## src/rtl/point_controller_v2.sv

```systemverilog
`default_nettype none
// ============================================================================
//  Module      : point_controller_v2
//  Description : Pointwise (1x1) convolution sequencer. Walks the filter x
//                pixel x channel loops (channel innermost), issues weight and
//                feature-map read strobes/addresses, and emits one delayed
//                write strobe per output pixel through a PIPE_LAT-deep delay
//                line that mirrors the MAC + activation path depth.
//  Revision    : 1.0 - initial release
// ============================================================================
module point_controller_v2 #(
    parameter int W_ADDR_W  = 10,
    parameter int RD_ADDR_W = 13,
    parameter int WR_ADDR_W = 14,
    parameter int WIN_W     = 14,
    parameter int CH_W      = 4,
    parameter int FN_W      = 6,
    parameter int PIPE_LAT  = 3
) (
    input  logic                 clk,
    input  logic                 rst,
    input  logic                 Point_Enable,
    input  logic [W_ADDR_W-1:0]  W_start_address,
    input  logic [RD_ADDR_W-1:0] rd_base_address,
    input  logic [WR_ADDR_W-1:0] wr_base_address,
    input  logic [CH_W-1:0]      filter_channel_max,
    input  logic [FN_W-1:0]      filter_number_max,
    input  logic [WIN_W-1:0]     window_size_max,
    input  logic                 activation_function_enable,
    input  logic                 stall,
    output logic                 weights_read_en,
    output logic [W_ADDR_W-1:0]  weights_address,
    output logic                 data_read_en,
    output logic [RD_ADDR_W-1:0] read_data_address,
    output logic                 data_write_en,
    output logic [WR_ADDR_W-1:0] write_data_address,
    output logic                 act_en,
    output logic                 acc_clear,
    output logic                 busy,
    output logic                 Point_End
);

    localparam int c_DL_LAST = PIPE_LAT - 1;

    typedef enum logic [2:0] {
        ST_IDLE  = 3'd0,
        ST_LOAD  = 3'd1,
        ST_RUN   = 3'd2,
        ST_DRAIN = 3'd3,
        ST_DONE  = 3'd4
    } state_t;

    // Sequencer state and loop counters
    state_t               state_q, state_d;
    logic [FN_W-1:0]      f_q, f_d;
    logic [WIN_W-1:0]     p_q, p_d;
    logic [CH_W-1:0]      c_q, c_d;

    // Configuration captured at start
    logic [W_ADDR_W-1:0]  w_base_q, w_base_d;
    logic [RD_ADDR_W-1:0] rd_base_q, rd_base_d;
    logic [WR_ADDR_W-1:0] wr_base_q, wr_base_d;
    logic [CH_W-1:0]      ch_max_q, ch_max_d;
    logic [FN_W-1:0]      fn_max_q, fn_max_d;
    logic [WIN_W-1:0]     win_max_q, win_max_d;
    logic                 act_q, act_d;

    // Write-strobe delay line (stage 0 = newest)
    logic                 dl_valid_q [PIPE_LAT];
    logic                 dl_valid_d [PIPE_LAT];
    logic [WR_ADDR_W-1:0] dl_addr_q  [PIPE_LAT];
    logic [WR_ADDR_W-1:0] dl_addr_d  [PIPE_LAT];

    // Last issued addresses, shown on the address ports between strobes
    logic [W_ADDR_W-1:0]  w_addr_q, w_addr_d;
    logic [RD_ADDR_W-1:0] rd_addr_q, rd_addr_d;
    logic [WR_ADDR_W-1:0] wr_addr_q, wr_addr_d;

    logic                 busy_q, busy_d;
    logic                 point_end_q, point_end_d;

    // Combinational helpers
    logic                 w_run_fire;
    logic                 w_c_last;
    logic                 w_p_last;
    logic                 w_f_last;
    logic                 w_cfg_empty;
    logic                 w_dl_shift;
    logic                 w_dl_pending;
    logic                 w_wr_fire;
    logic [W_ADDR_W-1:0]  w_w_addr;
    logic [RD_ADDR_W-1:0] w_rd_addr;
    logic [WR_ADDR_W-1:0] w_wr_addr;

    // Loop-position flags and full-width address arithmetic, truncated to port width
    always_comb begin
        w_run_fire  = (state_q == ST_RUN) && !stall;
        w_c_last    = (c_q == ch_max_q - CH_W'(1));
        w_p_last    = (p_q == win_max_q - WIN_W'(1));
        w_f_last    = (f_q == fn_max_q - FN_W'(1));
        w_cfg_empty = (ch_max_q == '0) || (fn_max_q == '0) || (win_max_q == '0);
        w_dl_shift  = !stall && ((state_q == ST_RUN) || (state_q == ST_DRAIN));
        w_wr_fire   = w_dl_shift && dl_valid_q[c_DL_LAST];
        w_rd_addr   = RD_ADDR_W'(32'(rd_base_q) + 32'(c_q) * 32'(win_max_q) + 32'(p_q));
        w_w_addr    = W_ADDR_W'(32'(w_base_q) + 32'(f_q) * 32'(ch_max_q) + 32'(c_q));
        w_wr_addr   = WR_ADDR_W'(32'(wr_base_q) + 32'(f_q) * 32'(win_max_q) + 32'(p_q));
    end

    // Any write still in flight that will not leave on this edge
    always_comb begin
        w_dl_pending = 1'b0;
        for (int i = 0; i < PIPE_LAT - 1; i++) begin
            w_dl_pending = w_dl_pending | dl_valid_q[i];
        end
    end

    // Next-state logic: FSM, loop counters, config capture, delay line, address hold
    always_comb begin
        state_d    = state_q;
        f_d        = f_q;
        p_d        = p_q;
        c_d        = c_q;
        w_base_d   = w_base_q;
        rd_base_d  = rd_base_q;
        wr_base_d  = wr_base_q;
        ch_max_d   = ch_max_q;
        fn_max_d   = fn_max_q;
        win_max_d  = win_max_q;
        act_d      = act_q;
        dl_valid_d = dl_valid_q;
        dl_addr_d  = dl_addr_q;
        w_addr_d   = w_addr_q;
        rd_addr_d  = rd_addr_q;
        wr_addr_d  = wr_addr_q;

        case (state_q)
            ST_IDLE: begin
                if (Point_Enable) begin
                    w_base_d  = W_start_address;
                    rd_base_d = rd_base_address;
                    wr_base_d = wr_base_address;
                    ch_max_d  = filter_channel_max;
                    fn_max_d  = filter_number_max;
                    win_max_d = window_size_max;
                    act_d     = activation_function_enable;
                    state_d   = ST_LOAD;
                end
            end
            ST_LOAD: begin
                f_d = '0;
                p_d = '0;
                c_d = '0;
                if (!stall) begin
                    state_d = w_cfg_empty ? ST_DONE : ST_RUN;
                end
            end
            ST_RUN: begin
                if (!stall) begin
                    if (!w_c_last) begin
                        c_d = c_q + CH_W'(1);
                    end else begin
                        c_d = '0;
                        if (!w_p_last) begin
                            p_d = p_q + WIN_W'(1);
                        end else begin
                            p_d = '0;
                            if (w_f_last) begin
                                state_d = ST_DRAIN;
                            end else begin
                                f_d = f_q + FN_W'(1);
                            end
                        end
                    end
                end
            end
            ST_DRAIN: begin
                if (!stall && !w_dl_pending) begin
                    state_d = ST_DONE;
                end
            end
            ST_DONE: begin
                state_d = ST_IDLE;
            end
            default: begin
                state_d = ST_IDLE;
            end
        endcase

        // The last-channel read of each pixel launches that pixel's write
        if (w_dl_shift) begin
            dl_valid_d[0] = w_run_fire && w_c_last;
            dl_addr_d[0]  = w_wr_addr;
            for (int i = 1; i < PIPE_LAT; i++) begin
                dl_valid_d[i] = dl_valid_q[i-1];
                dl_addr_d[i]  = dl_addr_q[i-1];
            end
        end

        if (w_run_fire) begin
            w_addr_d  = w_w_addr;
            rd_addr_d = w_rd_addr;
        end
        if (w_wr_fire) begin
            wr_addr_d = dl_addr_q[c_DL_LAST];
        end
    end

    // Status flags follow the state being entered so they are registered with it
    always_comb begin
        busy_d      = (state_d == ST_LOAD) || (state_d == ST_RUN) || (state_d == ST_DRAIN);
        point_end_d = (state_d == ST_DONE);
    end

    // Single state register; reset returns to IDLE and flushes in-flight writes
    always_ff @(posedge clk) begin
        if (rst) begin
            state_q     <= ST_IDLE;
            f_q         <= '0;
            p_q         <= '0;
            c_q         <= '0;
            w_base_q    <= '0;
            rd_base_q   <= '0;
            wr_base_q   <= '0;
            ch_max_q    <= '0;
            fn_max_q    <= '0;
            win_max_q   <= '0;
            act_q       <= 1'b0;
            for (int i = 0; i < PIPE_LAT; i++) begin
                dl_valid_q[i] <= 1'b0;
                dl_addr_q[i]  <= '0;
            end
            w_addr_q    <= '0;
            rd_addr_q   <= '0;
            wr_addr_q   <= '0;
            busy_q      <= 1'b0;
            point_end_q <= 1'b0;
        end else begin
            state_q     <= state_d;
            f_q         <= f_d;
            p_q         <= p_d;
            c_q         <= c_d;
            w_base_q    <= w_base_d;
            rd_base_q   <= rd_base_d;
            wr_base_q   <= wr_base_d;
            ch_max_q    <= ch_max_d;
            fn_max_q    <= fn_max_d;
            win_max_q   <= win_max_d;
            act_q       <= act_d;
            dl_valid_q  <= dl_valid_d;
            dl_addr_q   <= dl_addr_d;
            w_addr_q    <= w_addr_d;
            rd_addr_q   <= rd_addr_d;
            wr_addr_q   <= wr_addr_d;
            busy_q      <= busy_d;
            point_end_q <= point_end_d;
        end
    end

    // Strobes qualify on the live stall so a stalled cycle never shows a strobe;
    // address ports show the current issue or else hold the last one issued.
    assign weights_read_en    = w_run_fire;
    assign data_read_en       = w_run_fire;
    assign acc_clear          = w_run_fire && (c_q == '0);
    assign weights_address    = w_run_fire ? w_w_addr : w_addr_q;
    assign read_data_address  = w_run_fire ? w_rd_addr : rd_addr_q;
    assign data_write_en      = w_wr_fire;
    assign write_data_address = w_wr_fire ? dl_addr_q[c_DL_LAST] : wr_addr_q;
    assign act_en             = w_wr_fire && act_q;
    assign busy               = busy_q;
    assign Point_End          = point_end_q;

endmodule
`default_nettype wire

```

## config.mk

```make
export PLATFORM = sky130hd
export DESIGN_NAME = point_controller_v2
export DESIGN_NICKNAME = d
export VERILOG_FILES = /design/src/rtl/point_controller_v2.sv
export SDC_FILE = /design/constraint.sdc
export NUM_CORES = 1
export LEC_CHECK = 0
export ABC_AREA = 0
export CAP_MARGIN = 0
export CORE_MARGIN = 2
export CORE_UTILIZATION = 30
export DETAILED_ROUTE_END_ITERATION = 16
export PLACE_DENSITY_LB_ADDON = 0.1
export SLEW_MARGIN = 20
export SYNTH_ARGS = -nofsm -noshare
export SYNTH_HDL_FRONTEND = slang
export SYNTH_SLANG_ARGS = --single-unit
```

## constraint.sdc

```tcl
create_clock -name clk -period 6.8 [get_ports clk]
set_clock_uncertainty 0.1 [all_clocks]
set_input_delay 0.68 -clock clk [delete_from_list [all_inputs] [get_ports clk]]
set_output_delay 0.68 -clock clk [all_outputs]
set_load 0.03 [all_outputs]
```

==> flow_summary.yaml <==
synthesis:
  async_flop_share: 0
  syn_inst: 1510
  avgSynthCellArea_um2: 8.28
  synth_fp_nets: 1756
  synth_warnings: 0
  synth_top_cells_by_count: "nand2_1 (339), dfxtp_1 (173), inv_1 (157)"
  synth_cell_types: 57
  ys_ff_latch: 173
  synth_area_um2: 12500
  synth_area_leaders: "dfxtp_1 (28%), fa_1 (19%), nand2_1 (10%)"
  yosysSeqAreaShare: 0.277
  yosysMostFrequentCell: "nand2_1"
  synth_top_area_frac: 0.277
  synth_enable_flop_cells: 0
  synthFlopType: "dfxtp_1"
  synth_top_area_cell: "dfxtp_1"
power:
  leakage_nw: 6.03
  clockPowerShare: 0.421
  ir_worst_vdd_mv: 0.166
  seqPwrFrac: 0.441
  fin_total_pwr_mw: 2.50
  p_comb_frac: 0.138
  internal_power_mw: 1.72
  power_switching_uw: 776
  swShare: 0.311
  p_per_area_nw_per_um2: 170
layout:
  postLayoutCoreUtil: 0.358
  drive_gt1_frac: 0.0476
  fin_nets: 1810
  area_delta_synth_final_pct: 17.3
  n_antenna_cell: 0
  stdcell_count: 2109
  postLayoutCellArea_um2: 14700
  nFillCells: 4317
setup_path:
  worstSetupPathType: "flop to output pin"
  crit_fanout: 17
  r2r-end: "dl_addr_q[41]"
  end_kind: "output pin"
  crit_arrival_ps: 5520
  cpPeakStageDelay_ps: 820
  r2r-start: "f_q[5]"
  r2r_slack_ps: 1770
  start_kind: "flop"
  slowest_stage: "dfxtp_1"
  critPathMostFrequentCell: "fa_1"
  crit_chain: "nand2_1, fa_1, fa_1, fa_1, fa_1, nand2b_1, a21oi_1, nor2_1, a211o_1, o21ai_0, xnor2_1, o21ai_0, clkdlybuf4s50_1"
  required_ps: 6020
  ff2ff_path_depth: 17
drt:
  vias: 9829
  final_antenna_net_count: 0
  dr.pass1.iters: 5
  post-route-drc-count: 0
  drt_iter0_markers: 475
  detail_route.vias_per_cell: 4.66
  routed_wl_um: 34600
  avgRoutedWirePerCell_um: 16.4
clock_network:
  cts_sinks: 173
  insertion_delay_ps: 470
  h-tree-depth: 4
  cts_tree: "done"
  path_clk_slew_ps: 80
  clk_path_buf_depth: 2
  cts_resized: 0
  post-cts-setup-buffer-count: 0
  cts_hold_buffers: 0
  numCtsBuffers: 17
  cts_root_buf: "clkbuf_16"
global_routing:
  grt_use_total: 0.168
  grt_max_degree: 51
  grt_pass1_wl_um: 56600
  antenna_found_initial: 0
  grt-ovfl-total: 0
  grt_pass1_vias: 10100
floorplanning:
  die_h_um: 208
  rows: 74
  pin_count: 110
  core_um2: 41000
  fp.dieArea_um2: 43300
  initial_core_util: 0.305
  die_w_um: 208
timing:
  rsz0062_at_grt: "false"
  max_slew.worst_pin.slew_ps: 758
  report.final.slew_viol_count: 0
  setup_violations: 0
  fin_setup_tns_ps: 0
  slew-limit-headroom: 0.494
  fmax_mhz: 159
  hold_viol_final: 0
  finalWorstSetupSlack_ps: 501
  holdWs_ps: 348
  fin_crit_sh: 0.926
  finalCriticalPeriod_ps: 6300
place:
  io_buffers: 109
  place_ws_ps: 994
  numPlacedInstances: 2077
  placed_area_um2: 14000
  globalplace.congestion: 0.801
  place_hpwl_um: 26400
hold_path:
  hp-start: "dl_addr_q[39]"
  hold_end: "dl_addr_q[25]"
  hold_path.class: "flop to flop"
  min_path_cells: 2
run:
  drv_cap: 0
run_status:
  status: "completed"
-- kinds of logic (layout without fill, tap and decap cells) --
family	after synthesis	count (layout)	share of synthesized area
xor gates and xnor gates	93	93	0.0651
and+or+nand+nor	580	580	0.213
muxes	18	18	0.0159
adders and majority gates	180	180	0.253
AOI/OAI and AO/OA	219	219	0.102
DFF	173	173	0.277
buffers and inverters	247	314	0.0751
-- power by group through the flow --
stage	clock, mW	sequential [mW]	combinational [mW]
6_report	1.05	1.10	0.344
5_1_grt	1.13	1.11	0.392
4_1_cts	1.09	1.10	0.350
3_5_place_dp	0	1.13	0.348
3_3_place_gp	0	1.12	0.347
2_1_floorplan	0	1.09	0.248
-- area by class of cell --
class                      instances  area, µm²  area share
clock buffer                      17        425      0.0290
clock inverter                    15        198      0.0135
inverter                         157        589      0.0402
multi-input combinational       1090       8120       0.553
sequential                       173       3460       0.236
tap                              532        666      0.0454
timing repair buffer             125       1210      0.0824
-- metal layers --
metal	part of all wire	wire length, µm	global-route usage	up-vias
met5	0	0	0	-
met1	0.50	17200	0.233	4786
met4	0.013	441	0.0424	0
met3	0.028	976	0.0291	20
met2	0.46	15900	0.270	123
li1	-	-	-	4900
-- how the worst max path moves through the flow --
stage | start | to | slack [ps] | cells after the start
3_3_place_gp | c_q[2] | read_data_address[12] | 1040 | 13
4_1_cts | c_q[2] | read_data_address[12] | 430 | 13
2_1_floorplan | f_q[0] | weights_address[9] | 1390 | 15
6_report | c_q[2] | read_data_address[12] | 500 | 13
5_1_grt | c_q[2] | read_data_address[12] | 120 | 13
3_5_place_dp | c_q[2] | read_data_address[12] | 990 | 13
-- cell usage in the layout (no fill, tap or decap), types with 8 or more instances in the layout --
master | Yosys | final
fa_1 | 121 | 121
dfxtp_1 | 173 | 173
and3_1 | 10 | 10
clkbuf_16 | 0 | 17
o21ai_0 | 32 | 32
and2_1 | 88 | 88
nand3_1 | 18 | 17
buf_4 | 1 | 17
inv_1 | 157 | 157
nor3_1 | 20 | 20
xnor2_1 | 63 | 63
ha_1 | 59 | 59
a31oi_1 | 8 | 8
clkdlybuf4s50_1 | 0 | 108
nor2_1 | 54 | 54
nand2_1 | 339 | 339
xor2_1 | 30 | 30
a21oi_1 | 134 | 134
mux2_2 | 15 | 15
nor4_1 | 9 | 9
-- worst max-delay path, delay by kind of cell (launching register included) --
kind                     cells  cell delay (ps)
AO/OA/AOI/OAI                4              910
XOR/XNOR                     1              100
adder cells (fa/ha/maj)      4             2050
flip-flops                   1              820
AND/OR/NAND/NOR              3              430
buffers and inverters        1              740
-- registers in the layout (all words and copies together) (netlist names) --
register    cells
Point_End       1
act_q           1
busy            1
c_q             4
ch_max_q        4
dl_addr_q      42
dl_valid_q      3
f_q             6
fn_max_q        6
p_q            14
rd_addr_q      13
rd_base_q      13
state_q         3
w_addr_q       10
w_base_q       10
win_max_q      14
wr_addr_q      14
wr_base_q      14
Power figures use the tool's default switching activity.
